**src/rtl/pong_match_if.sv**
```systemverilog
// ============================================================================
//  Module      : pong_match_if
//  Description : Control/status bundle between the frame-timing/button logic
//                and the pong match sequencer.
//  Revision    : 1.0  initial release
// ============================================================================
`default_nettype none

interface pong_match_if;
   logic       frame_tick;
   logic       start_btn;
   logic       serve_btn;
   logic       miss_top;
   logic       miss_bot;
   logic       logo_en;
   logic       ball_run;
   logic       serve_pulse;
   logic       serve_dir;
   logic [7:0] p1_score;
   logic [7:0] p2_score;
   logic [1:0] winner;
   logic [2:0] state_o;

   // Master drives events and observes status; slave is the sequencer.
   modport master (
      output frame_tick, start_btn, serve_btn, miss_top, miss_bot,
      input  logo_en, ball_run, serve_pulse, serve_dir,
             p1_score, p2_score, winner, state_o
   );

   modport slave (
      input  frame_tick, start_btn, serve_btn, miss_top, miss_bot,
      output logo_en, ball_run, serve_pulse, serve_dir,
             p1_score, p2_score, winner, state_o
   );
endinterface

`default_nettype wire

```
**src/rtl/pong_match_ctrl.sv**
```systemverilog
// ============================================================================
//  Module      : pong_match_ctrl
//  Description : Game-flow sequencer: serve/rally/point/over control, scores
//                and winner detection, all timing counted in frames.
//  Revision    : 1.0  initial release
// ============================================================================
`default_nettype none

module pong_match_ctrl #(
   parameter int WIN_SCORE     = 11,
   parameter int PAUSE_FRAMES  = 60,
   parameter int SERVE_TIMEOUT = 180
) (
   input  wire logic    pixel_clk,
   input  wire logic    rst_n,
   pong_match_if.slave  bus
);

   localparam int CNT_MAX = (PAUSE_FRAMES > SERVE_TIMEOUT) ? PAUSE_FRAMES : SERVE_TIMEOUT;
   localparam int CNT_W   = ($clog2(CNT_MAX + 1) > 8) ? $clog2(CNT_MAX + 1) : 8;

   localparam logic [2:0] ST_IDLE  = 3'd0;
   localparam logic [2:0] ST_SERVE = 3'd1;
   localparam logic [2:0] ST_RALLY = 3'd2;
   localparam logic [2:0] ST_POINT = 3'd3;
   localparam logic [2:0] ST_OVER  = 3'd4;

   localparam logic [CNT_W-1:0] C_PAUSE_LAST = CNT_W'(PAUSE_FRAMES - 1);
   localparam logic [CNT_W-1:0] C_TO_LAST    = CNT_W'((SERVE_TIMEOUT == 0) ? 0 : SERVE_TIMEOUT - 1);
   localparam logic [CNT_W-1:0] C_CNT_SAT    = {CNT_W{1'b1}};
   localparam logic [7:0]       C_WIN        = 8'(WIN_SCORE);
   localparam bit               C_AUTO_EN    = (SERVE_TIMEOUT != 0);

   logic [2:0]       state_q, state_d;
   logic [CNT_W-1:0] cnt_q, cnt_d;
   logic [7:0]       p1_q, p1_d;
   logic [7:0]       p2_q, p2_d;
   logic [1:0]       winner_q, winner_d;
   logic             dir_q, dir_d;
   logic             pulse_q, pulse_d;
   logic             start_btn_q;
   logic             serve_btn_q;

   logic w_start_rise;
   logic w_serve_rise;
   logic w_auto_serve;
   logic w_serve_go;
   logic w_win_p1;
   logic w_win_p2;
   logic w_pause_done;

   assign w_start_rise = bus.start_btn & ~start_btn_q;
   assign w_serve_rise = bus.serve_btn & ~serve_btn_q;
   assign w_auto_serve = C_AUTO_EN & bus.frame_tick & (cnt_q == C_TO_LAST);
   assign w_serve_go   = w_serve_rise | w_auto_serve;
   assign w_win_p1     = (p1_q == C_WIN);
   assign w_win_p2     = (p2_q == C_WIN);
   assign w_pause_done = bus.frame_tick & (cnt_q == C_PAUSE_LAST);

   // State and datapath registers; button history resets high so a button
   // held through reset produces no edge.
   always_ff @(posedge pixel_clk) begin
      if (!rst_n) begin
         state_q     <= ST_IDLE;
         cnt_q       <= '0;
         p1_q        <= '0;
         p2_q        <= '0;
         winner_q    <= 2'b00;
         dir_q       <= 1'b0;
         pulse_q     <= 1'b0;
         start_btn_q <= 1'b1;
         serve_btn_q <= 1'b1;
      end else begin
         state_q     <= state_d;
         cnt_q       <= cnt_d;
         p1_q        <= p1_d;
         p2_q        <= p2_d;
         winner_q    <= winner_d;
         dir_q       <= dir_d;
         pulse_q     <= pulse_d;
         start_btn_q <= bus.start_btn;
         serve_btn_q <= bus.serve_btn;
      end
   end

   always_comb begin
      state_d = state_q;
      case (state_q)
         ST_IDLE, ST_OVER: begin
            if (w_start_rise) state_d = ST_SERVE;
         end
         ST_SERVE: begin
            if (w_serve_go) state_d = ST_RALLY;
         end
         ST_RALLY: begin
            if (bus.miss_top || bus.miss_bot) state_d = ST_POINT;
         end
         ST_POINT: begin
            if (w_win_p1 || w_win_p2) state_d = ST_OVER;
            else if (w_pause_done)    state_d = ST_SERVE;
         end
         default: state_d = ST_IDLE;
      endcase
   end

   always_comb begin
      cnt_d    = cnt_q;
      p1_d     = p1_q;
      p2_d     = p2_q;
      winner_d = winner_q;
      dir_d    = dir_q;
      pulse_d  = (state_q == ST_SERVE) && (state_d == ST_RALLY);

      // A tick on a transition cycle is not credited to the new state.
      if (state_d != state_q)
         cnt_d = '0;
      else if (bus.frame_tick && (cnt_q != C_CNT_SAT))
         cnt_d = cnt_q + 1'b1;

      case (state_q)
         ST_IDLE, ST_OVER: begin
            if (w_start_rise) begin
               p1_d     = '0;
               p2_d     = '0;
               winner_d = 2'b00;
               dir_d    = 1'b0;
            end
         end
         ST_RALLY: begin
            if (bus.miss_top && !bus.miss_bot) begin
               if (p2_q != C_WIN) p2_d = p2_q + 8'd1;
               dir_d = 1'b1;
            end else if (bus.miss_bot && !bus.miss_top) begin
               if (p1_q != C_WIN) p1_d = p1_q + 8'd1;
               dir_d = 1'b0;
            end
         end
         ST_POINT: begin
            if (w_win_p1)      winner_d = 2'b01;
            else if (w_win_p2) winner_d = 2'b10;
         end
         default: ;
      endcase
   end

   assign bus.state_o     = state_q;
   assign bus.logo_en     = (state_q == ST_IDLE);
   assign bus.ball_run    = (state_q == ST_RALLY);
   assign bus.serve_pulse = pulse_q;
   assign bus.serve_dir   = dir_q;
   assign bus.p1_score    = p1_q;
   assign bus.p2_score    = p2_q;
   assign bus.winner      = winner_q;

endmodule

`default_nettype wire

```
**src/flat_wrapper.sv**
```systemverilog
// flat-port wrapper written by rule: the top's interface ports become plain ports
module pong_match_ctrl_flat 
#(
   parameter int WIN_SCORE     = 11,
   parameter int PAUSE_FRAMES  = 60,
   parameter int SERVE_TIMEOUT = 180
)
  (pixel_clk, rst_n, bus_frame_tick, bus_start_btn, bus_serve_btn, bus_miss_top, bus_miss_bot, bus_logo_en, bus_ball_run, bus_serve_pulse, bus_serve_dir, bus_p1_score, bus_p2_score, bus_winner, bus_state_o);
  pong_match_if bus_i ();
  input  wire logic pixel_clk;
  input  wire logic rst_n;
  input wire logic [$bits(bus_i.frame_tick)-1:0] bus_frame_tick;
  input wire logic [$bits(bus_i.start_btn)-1:0] bus_start_btn;
  input wire logic [$bits(bus_i.serve_btn)-1:0] bus_serve_btn;
  input wire logic [$bits(bus_i.miss_top)-1:0] bus_miss_top;
  input wire logic [$bits(bus_i.miss_bot)-1:0] bus_miss_bot;
  output wire logic [$bits(bus_i.logo_en)-1:0] bus_logo_en;
  output wire logic [$bits(bus_i.ball_run)-1:0] bus_ball_run;
  output wire logic [$bits(bus_i.serve_pulse)-1:0] bus_serve_pulse;
  output wire logic [$bits(bus_i.serve_dir)-1:0] bus_serve_dir;
  output wire logic [$bits(bus_i.p1_score)-1:0] bus_p1_score;
  output wire logic [$bits(bus_i.p2_score)-1:0] bus_p2_score;
  output wire logic [$bits(bus_i.winner)-1:0] bus_winner;
  output wire logic [$bits(bus_i.state_o)-1:0] bus_state_o;
  assign bus_i.frame_tick = bus_frame_tick;
  assign bus_i.start_btn = bus_start_btn;
  assign bus_i.serve_btn = bus_serve_btn;
  assign bus_i.miss_top = bus_miss_top;
  assign bus_i.miss_bot = bus_miss_bot;
  assign bus_logo_en = bus_i.logo_en;
  assign bus_ball_run = bus_i.ball_run;
  assign bus_serve_pulse = bus_i.serve_pulse;
  assign bus_serve_dir = bus_i.serve_dir;
  assign bus_p1_score = bus_i.p1_score;
  assign bus_p2_score = bus_i.p2_score;
  assign bus_winner = bus_i.winner;
  assign bus_state_o = bus_i.state_o;
  pong_match_ctrl #(.WIN_SCORE(WIN_SCORE), .PAUSE_FRAMES(PAUSE_FRAMES), .SERVE_TIMEOUT(SERVE_TIMEOUT)) u_core (.pixel_clk(pixel_clk), .rst_n(rst_n), .bus(bus_i));
endmodule
```
**config.mk**
```make
export PLATFORM = sky130hd
export DESIGN_NAME = pong_match_ctrl_flat
export DESIGN_NICKNAME = d
export VERILOG_FILES = /design/src/rtl/pong_match_if.sv /design/src/rtl/pong_match_ctrl.sv /design/src/flat_wrapper.sv
export SDC_FILE = /design/constraint.sdc
export NUM_CORES = 1
export LEC_CHECK = 0
export CAP_MARGIN = 10
export CORE_MARGIN = 2
export CORE_UTILIZATION = 51
export CTS_CLUSTER_DIAMETER = 50
export DETAILED_ROUTE_END_ITERATION = 16
export GPL_TIMING_DRIVEN = 0
export PLACE_DENSITY = 0.78
export SLEW_MARGIN = 10
export SYNTH_ARGS = -nofsm -noshare
export SYNTH_HDL_FRONTEND = slang
export SYNTH_SLANG_ARGS = --single-unit
export TNS_END_PERCENT = 20
```
**constraint.sdc**
```tcl
create_clock -name pixel_clk -period 2 [get_ports pixel_clk]
set_input_delay 0.2 -clock pixel_clk [delete_from_list [all_inputs] [get_ports pixel_clk]]
set_output_delay 0.2 -clock pixel_clk [all_outputs]
set_load 0.01 [all_outputs]
```
==> summary.txt, run 1 <==
Clock network
  – Clock-pin slew of the registers on the worst-case setup and hold paths: about 0.1 ns
  – Clock insertion delay at the later pin of the skew report: 0.34 ns
  – Clock tree root driver cell: clkbuf_4
  – Maximum buffer depth of the clock tree: 2
  – Num CTS Buffers: 5
  – Hold-fix buffers, CTS: 0
  – Clock tree from TritonCTS: built
  – Htree depth: 2
  – Clk sink count: 33

Status
  – Outcome: completed

STA
  – Pin slew with the least headroom to its limit: about 0.59 ns
  – Setup TNS after final layout: 0 ns
  – Max-Slew Margin vs Limit: about three fifths
  – Peak clock frequency supported by timing: 517 MHz
  – Final-report hold violation count: 0
  – Clock skew after layout: between 0.007 and 0.008 ns
  – Post-route minimum period: 1.94 ns
  – Final critical-path share of the clock period: a little over nine tenths
  – Final setup viols: 0
  – Final-report max-slew violation count: 0

Cells and area
  – Post-synthesis to final-layout area growth: 31.5%
  – Top library cells by usage in the layout, fill and taps aside: clkdlybuf4s50_1, dfxtp_1, nor2_1
  – Number of inserted diodes: 0
  – Final net count: 251
  – Storage cell area: between 600 and 700 sq um
  – Filler instances: 285
  – Area taken by multi-input logic gates: 0.00107 sq mm
  – Leading cell type in the layout, fill and taps excluded: clkdlybuf4s50_1
  – Ratio of cells with drive above 1 in the final layout: 16.3%
  – Core utilization of the finished layout: 68.9%

Worst setup path
  – Type of element capturing the critical path: flop
  – CP peak stage delay: 0.45 ns
  – Critical path arrival: 2.20 ns
  – Critical Setup Path Class: reg2reg
  – Required time worst endpoint: 2.27 ns
  – Kind of cell adding the most delay to the critical path: compound AO/OA/AOI/OAI gates
  – Critical Path Fanout Max: 5
  – R2R setup slack: 0.06 ns
  – Critical-path top delay cell: a2111o_1
  – Sum of buffers and inverters on the critical path: 1
  – Startpoint type of the worst setup path: flop
  – Ordered list of cells on the worst path: ha_4 -> and3b_2 -> a21oi_4 -> o211ai_1 -> a2111o_1 -> buf_6 -> nor3_4

Place
  – Count of input and output buffers: 31
  – Final Wtd Congestion: 0.810
  – Half-perimeter wire length of the detailed placement result: 2.54 mm

Routing
  – Total detailed-routing wirelength: 3.75 mm
  – Average detailed-routed wire length per instance: 13.2 microns
  – Via-per-instance ratio: ~5.4
  – Drt first pass iters: 5
  – Wire length on met2: 1.72 mm
  – First DRT Iteration DRCs: around 130
  – Residual DRC: 0
  – Length of routed wiring on met1: 1.75 mm
  – Highest metal layer with signal wires: met4
  – Overall via count from detail_route: 1548
  – Number of routed nets with antenna violations: 0
  – Met3 WL: 207 microns

Global routing
  – Number of global-route vias before repair: 1332
  – Antenna violations before repair: 0
  – Maximum number of pins on one net before global-route repair: 11
  – Global-route usage over all layers: between 10% and 20%
  – Overflow left after global routing: 0
  – Wire length of the first global-routing pass: 6.07 mm

Yosys
  – Sequential fraction of the synthesis area: 38.1%
  – Synthesized cell area: 0.00173 sq mm
  – YS warnings: 0
  – Post-synth cell types: between 40 and 50
  – Async set-or-reset flop fraction in the synthesized netlist: 0%
  – Synthesis-stage register bit count: 33
  – Gate Count Post-Synth: 192
  – Prevailing post-synth register cell: dfxtp_1
  – Average instance area after synthesis: 9.03 sq um
  – Number of synthesized flops with an enable pin: 0
  – Syn_nets: 205

Die
  – Floorplan die area: 0.00388 sq mm
  – Initial cell density of the core: 52.4%
  – Die boundary height: 62.3 microns
  – Placeable core region: approximately 0.0033 sq mm
  – Site row count: 21
  – Die Wd: between 60 and 70 microns
  – I/O pin cnt: 32

Run
  – Count of max-cap constraint violations: 0

Power
  – Largest vdd supply drop: 0.350 mV
  – PD cells: 492 mW/mm^2
  – Leakage power figure: ~0.82 nW

Hold path
  – Worst hold path type: in2reg
[per-layer routing]
metal | track usage (%) | vias up
met5 | 0 | -
met4 | 7.22 | 0
met3 | 6.16 | 10
met2 | 29.2 | 47
met1 | 27.0 | 717
li1 | - | 774
[synthesized netlist by cell type, types with 2 or more instances]
library cell  number  share of area [%]
and2_1             3                1.1
clkbuf_1           2               0.43
nand4_1            4                1.4
nand3_1           13                3.8
nor2b_1            5                1.8
and3_1             4                1.4
buf_6              2                1.3
ha_1               6                4.3
a21oi_2            6                3.0
nand3b_1           2               0.87
dfxtp_1           33                 38
and4_1             4                2.0
a2111o_1           2                1.3
o2111ai_1          2                1.0
a21oi_1            7                2.0
xor2_1            10                5.1
xnor2_1            8                4.0
a21boi_0           2               0.87
nand2_1           16                3.5
nand4b_1           2                1.0
inv_1              7                1.5
nand2b_1           2               0.72
o21ai_0            2               0.58
nor2_1            23                5.0
[cell type report]
type                    count  share of cell area, %
multi-input cells         147                   46.9
plain buffers               5                   1.48
inverters                   7                   1.15
clock buffers               8                   2.14
flip-flops and latches     33                   29.4
well taps                  46                   2.52
repair buffers             39                   16.4
[cell families after synthesis]
family	after synthesis	synth area share (%)
DFF	33	38.1
and+or+nand+nor	87	27.6
xor gates and xnor gates	18	9.09
buffers and inverters	12	3.46
AOI/OAI and AO/OA	34	16.2
muxes	2	1.23
adders and majority gates	6	4.33
[flip-flops by register name (all words and copies together) (netlist names)]
register / cells
u_core.bus.p1_score: 8
u_core.bus.p2_score: 8
u_core.cnt_q: 8
u_core.bus.state_o: 3
u_core.bus.winner: 2
u_core.bus.serve_dir: 1
u_core.bus.serve_pulse: 1
u_core.serve_btn_q: 1
u_core.start_btn_q: 1
[timing repair]
item	CTS	global route
setup endpoints to repair	10	8
buffers inserted	2	6
pin swaps	2	4
gates resized for setup	5	14
[worst paths after layout]
path | start | to | cells after the start
setup reg to reg | u_core.bus.p1_score[0] | u_core.cnt_q[6] | 7
setup / recovery | u_core.bus.p1_score[0] | u_core.cnt_q[6] | 7
hold / removal | bus_serve_btn | u_core.serve_btn_q | 3
hold reg to reg | u_core.cnt_q[1] | u_core.cnt_q[1] | 2
[report_power, final]
part           internal (mW)  switching, mW
Clock                  0.140          0.218
Sequential             0.663        0.00903
Combinational         0.0426         0.0486
Total                  0.845          0.276
[per-stage QoR]
step           setup WS [ns]  cells  hold WS (ns)  power, mW  cell area [sq um]
2_1_floorplan          0.163    192         0.296      0.736               1730
3_3_place_gp          -0.197    269         0.485      0.771               2100
3_5_place_dp          -0.191    269         0.495      0.773               2100
4_1_cts              0.00334    279         0.413       1.13               2180
5_1_grt             -0.00127    285         0.405       1.18               2280
6_report              0.0645    285         0.413       1.12               2280
[worst register-to-register path: cells and delay by family (launching register included)]
kind                     cells  cell delay, ns
AND/OR/NAND/NOR              2            0.39
AO/OA/AOI/OAI                3            0.77
flip-flops                   1            0.38
buffers and inverters        1            0.14
adder cells (fa/ha/maj)      1            0.17
Power figures use the tool's default switching activity.
==> run 2: changes to the inputs <==
Settings changed: CAP_MARGIN 10 to not set, CTS_CLUSTER_SIZE set to 20.
==> results of run 2 <==
No change in the layout: final DEF, timing and power equal those of run 1.
==> run 3: changes to the inputs <==
Settings changed: CORE_MARGIN 2 to not set, SKIP_CTS_REPAIR_TIMING set to 1.
==> run 3 against run 2 <==
Clock skew decreased by 0.0034 ns; register-to-register slack got worse by 0.03 ns; combinational power about the same; die area decreased by 6.3%; critical path type unchanged; critical endpoint is now u_core.cnt_q[2]; largest cell class unchanged.
==> summary.txt, run 3 (synthesis gave the netlist of run 1 again) <==
Status
  – Outcome: completed

Cells and area
  – Area taken by multi-input logic gates: 0.00104 sq mm
  – Post-route insts no fill: 278
  – Filler instances: 249
  – Ratio of cells with drive above 1 in the final layout: between 10% and 20%
  – Fin area: about 0.0022 sq mm
  – Post-synthesis to final-layout area growth: 28.9%
  – Core utilization of the finished layout: 71.5%
  – Storage cell area: 667 sq um
  – Final net count: 246
  – Top library cells by usage in the layout, fill and taps aside: clkdlybuf4s50_1, dfxtp_1, nor2_1
  – Leading cell type in the layout, fill and taps excluded: clkdlybuf4s50_1
  – Number of inserted diodes: 0

Die
  – Initial cell density of the core: 55.4%
  – Floorplan die area: 0.00364 sq mm
  – Placeable core region: 0.00313 sq mm
  – Die boundary height: 60.3 microns
  – Die Wd: ~60 microns
  – I/O pin cnt: 32
  – Site row count: 20

Place
  – Final Wtd Congestion: 0.847
  – Number of placed instances with taps included: 267
  – Placed cell area: around 0.0021 sq mm
  – Pre-CTS worst setup slack: -0.208 ns
  – Half-perimeter wire length of the detailed placement result: approximately 2.8 mm
  – Count of input and output buffers: 31

Global routing
  – Maximum number of pins on one net before global-route repair: 11
  – Antenna violations before repair: 0
  – Overflow left after global routing: 0
  – Number of global-route vias before repair: 1431
  – Wire length of the first global-routing pass: 6.24 mm
  – Global-route usage over all layers: 23.0%

Worst setup path
  – Crit path launch: u_core.bus.state_o[0]
  – Reg-to-reg startpoint: u_core.bus.state_o[0]
  – Critical-path top delay cell: dfxtp_1
  – Reg2reg end: u_core.cnt_q[2]
  – Critical path arrival: 2.21 ns
  – Critical Setup Path Class: reg2reg
  – Ordered list of cells on the worst path: nand3b_1 -> a21oi_2 -> o211ai_1 -> a2111o_1 -> buf_12 -> a211oi_2
  – Startpoint type of the worst setup path: flop
  – Type of element capturing the critical path: flop
  – R2R setup slack: 0.03 ns
  – Reg2Reg Depth: 6
  – Critical Path Fanout Max: 9
  – Required time worst endpoint: 2.24 ns
  – CP peak stage delay: 0.49 ns

STA
  – Post-route minimum period: 1.97 ns
  – Unrepaired setup endpoints after global routing: true
  – Setup TNS after final layout: 0 ns
  – Max-Slew Margin vs Limit: 53.0%
  – Final critical-path share of the clock period: 98.3%
  – Final setup viols: 0
  – Final-report hold violation count: 0
  – Clock skew after layout: 0.00417 ns
  – Smallest setup slack after layout: 0.0338 ns
  – Pin slew with the least headroom to its limit: 0.698 ns
  – Worst hold slack: between 0.4 and 0.5 ns
  – Peak clock frequency supported by timing: 509 MHz
  – Final-report max-slew violation count: 0

Routing
  – Length of routed wiring on met1: roughly 1.7 mm
  – Wire length on met2: between 1.5 and 2 mm
  – Average detailed-routed wire length per instance: 13.8 microns
  – Residual DRC: 0
  – Overall via count from detail_route: approximately 1500
  – Total detailed-routing wirelength: 3.84 mm
  – Number of routed nets with antenna violations: 0
  – Met3 WL: 125 microns
  – First DRT Iteration DRCs: 110
  – Highest metal layer with signal wires: met4
  – Via-per-instance ratio: 5.51
  – Drt first pass iters: 4

Hold path
  – Depth of the worst hold-timing path: 3
  – Startpoint of the worst hold path: bus_serve_btn
  – Worst hold path endpoint: u_core.serve_btn_q
  – Worst hold path type: in2reg

Clock network
  – Maximum buffer depth of the clock tree: 2
  – Clock insertion delay at the later pin of the skew report: 0.32 ns
  – Clk sink count: 33
  – Num CTS Buffers: 5
  – Clock tree root driver cell: clkbuf_4
  – Htree depth: 2
  – Clock-pin slew of the registers on the worst-case setup and hold paths: 0.10 ns
  – Clock tree from TritonCTS: built

Power
  – Overall power consumption: between 1 and 1.5 mW
  – Leakage power figure: 0.819 nW
  – Largest vdd supply drop: 0.430 mV
  – PD cells: 528 mW/mm^2

Run
  – Count of max-cap constraint violations: 0
## run 3: cell count changes in the layout (fill, tap and decap cells not counted), sizes merged
cell | previous run | this run
dlygate4sd2 | 1 | 0
buf | 11 | 6
clkbuf | 10 | 9
clkinv | 0 | 1
dlymetal6s2s | 0 | 1
## run 3: final cells by class
class	instances	share of cell area [%]
sequential	33	29.8
buffer	5	1.51
clock buffer	7	2.91
clock inverter	1	0.224
timing repair buffer	34	15.6
inverter	7	1.18
tap	44	2.46
multi-input combinational	147	46.3
## run 3: power breakdown
group	switching (mW)	internal [mW]	total [mW]
clock	0.210	0.204	0.414
sequential	0.00919	0.666	0.675
combinational	0.0474	0.0441	0.0915
total	0.267	0.913	1.18
## run 3: how the worst max path moves through the flow
stage                 endpoint  slack (ns)  cells after the start
2_1_floorplan  u_core.cnt_q[6]        0.16                      6
3_3_place_gp   u_core.cnt_q[4]       -0.12                      6
3_5_place_dp   u_core.cnt_q[3]       -0.21                      6
4_1_cts        u_core.cnt_q[3]       -0.21                      6
5_1_grt        u_core.cnt_q[2]       -0.07                      6
6_report       u_core.cnt_q[2]        0.03                      6
## run 3: critical path: cells and delay by family (launching register included)
kind	cells	cell delay, ns
compound gates	4	0.98
buf+inv	1	0.15
flops	1	0.49
simple gates	1	0.25
## run 3: layer usage
metal | GRT usage, % | vias up
li1 | - | 768
met1 | 28.6 | 736
met2 | 38.6 | 25
met3 | 5.19 | 2
met4 | 8.97 | 0
met5 | 0 | -
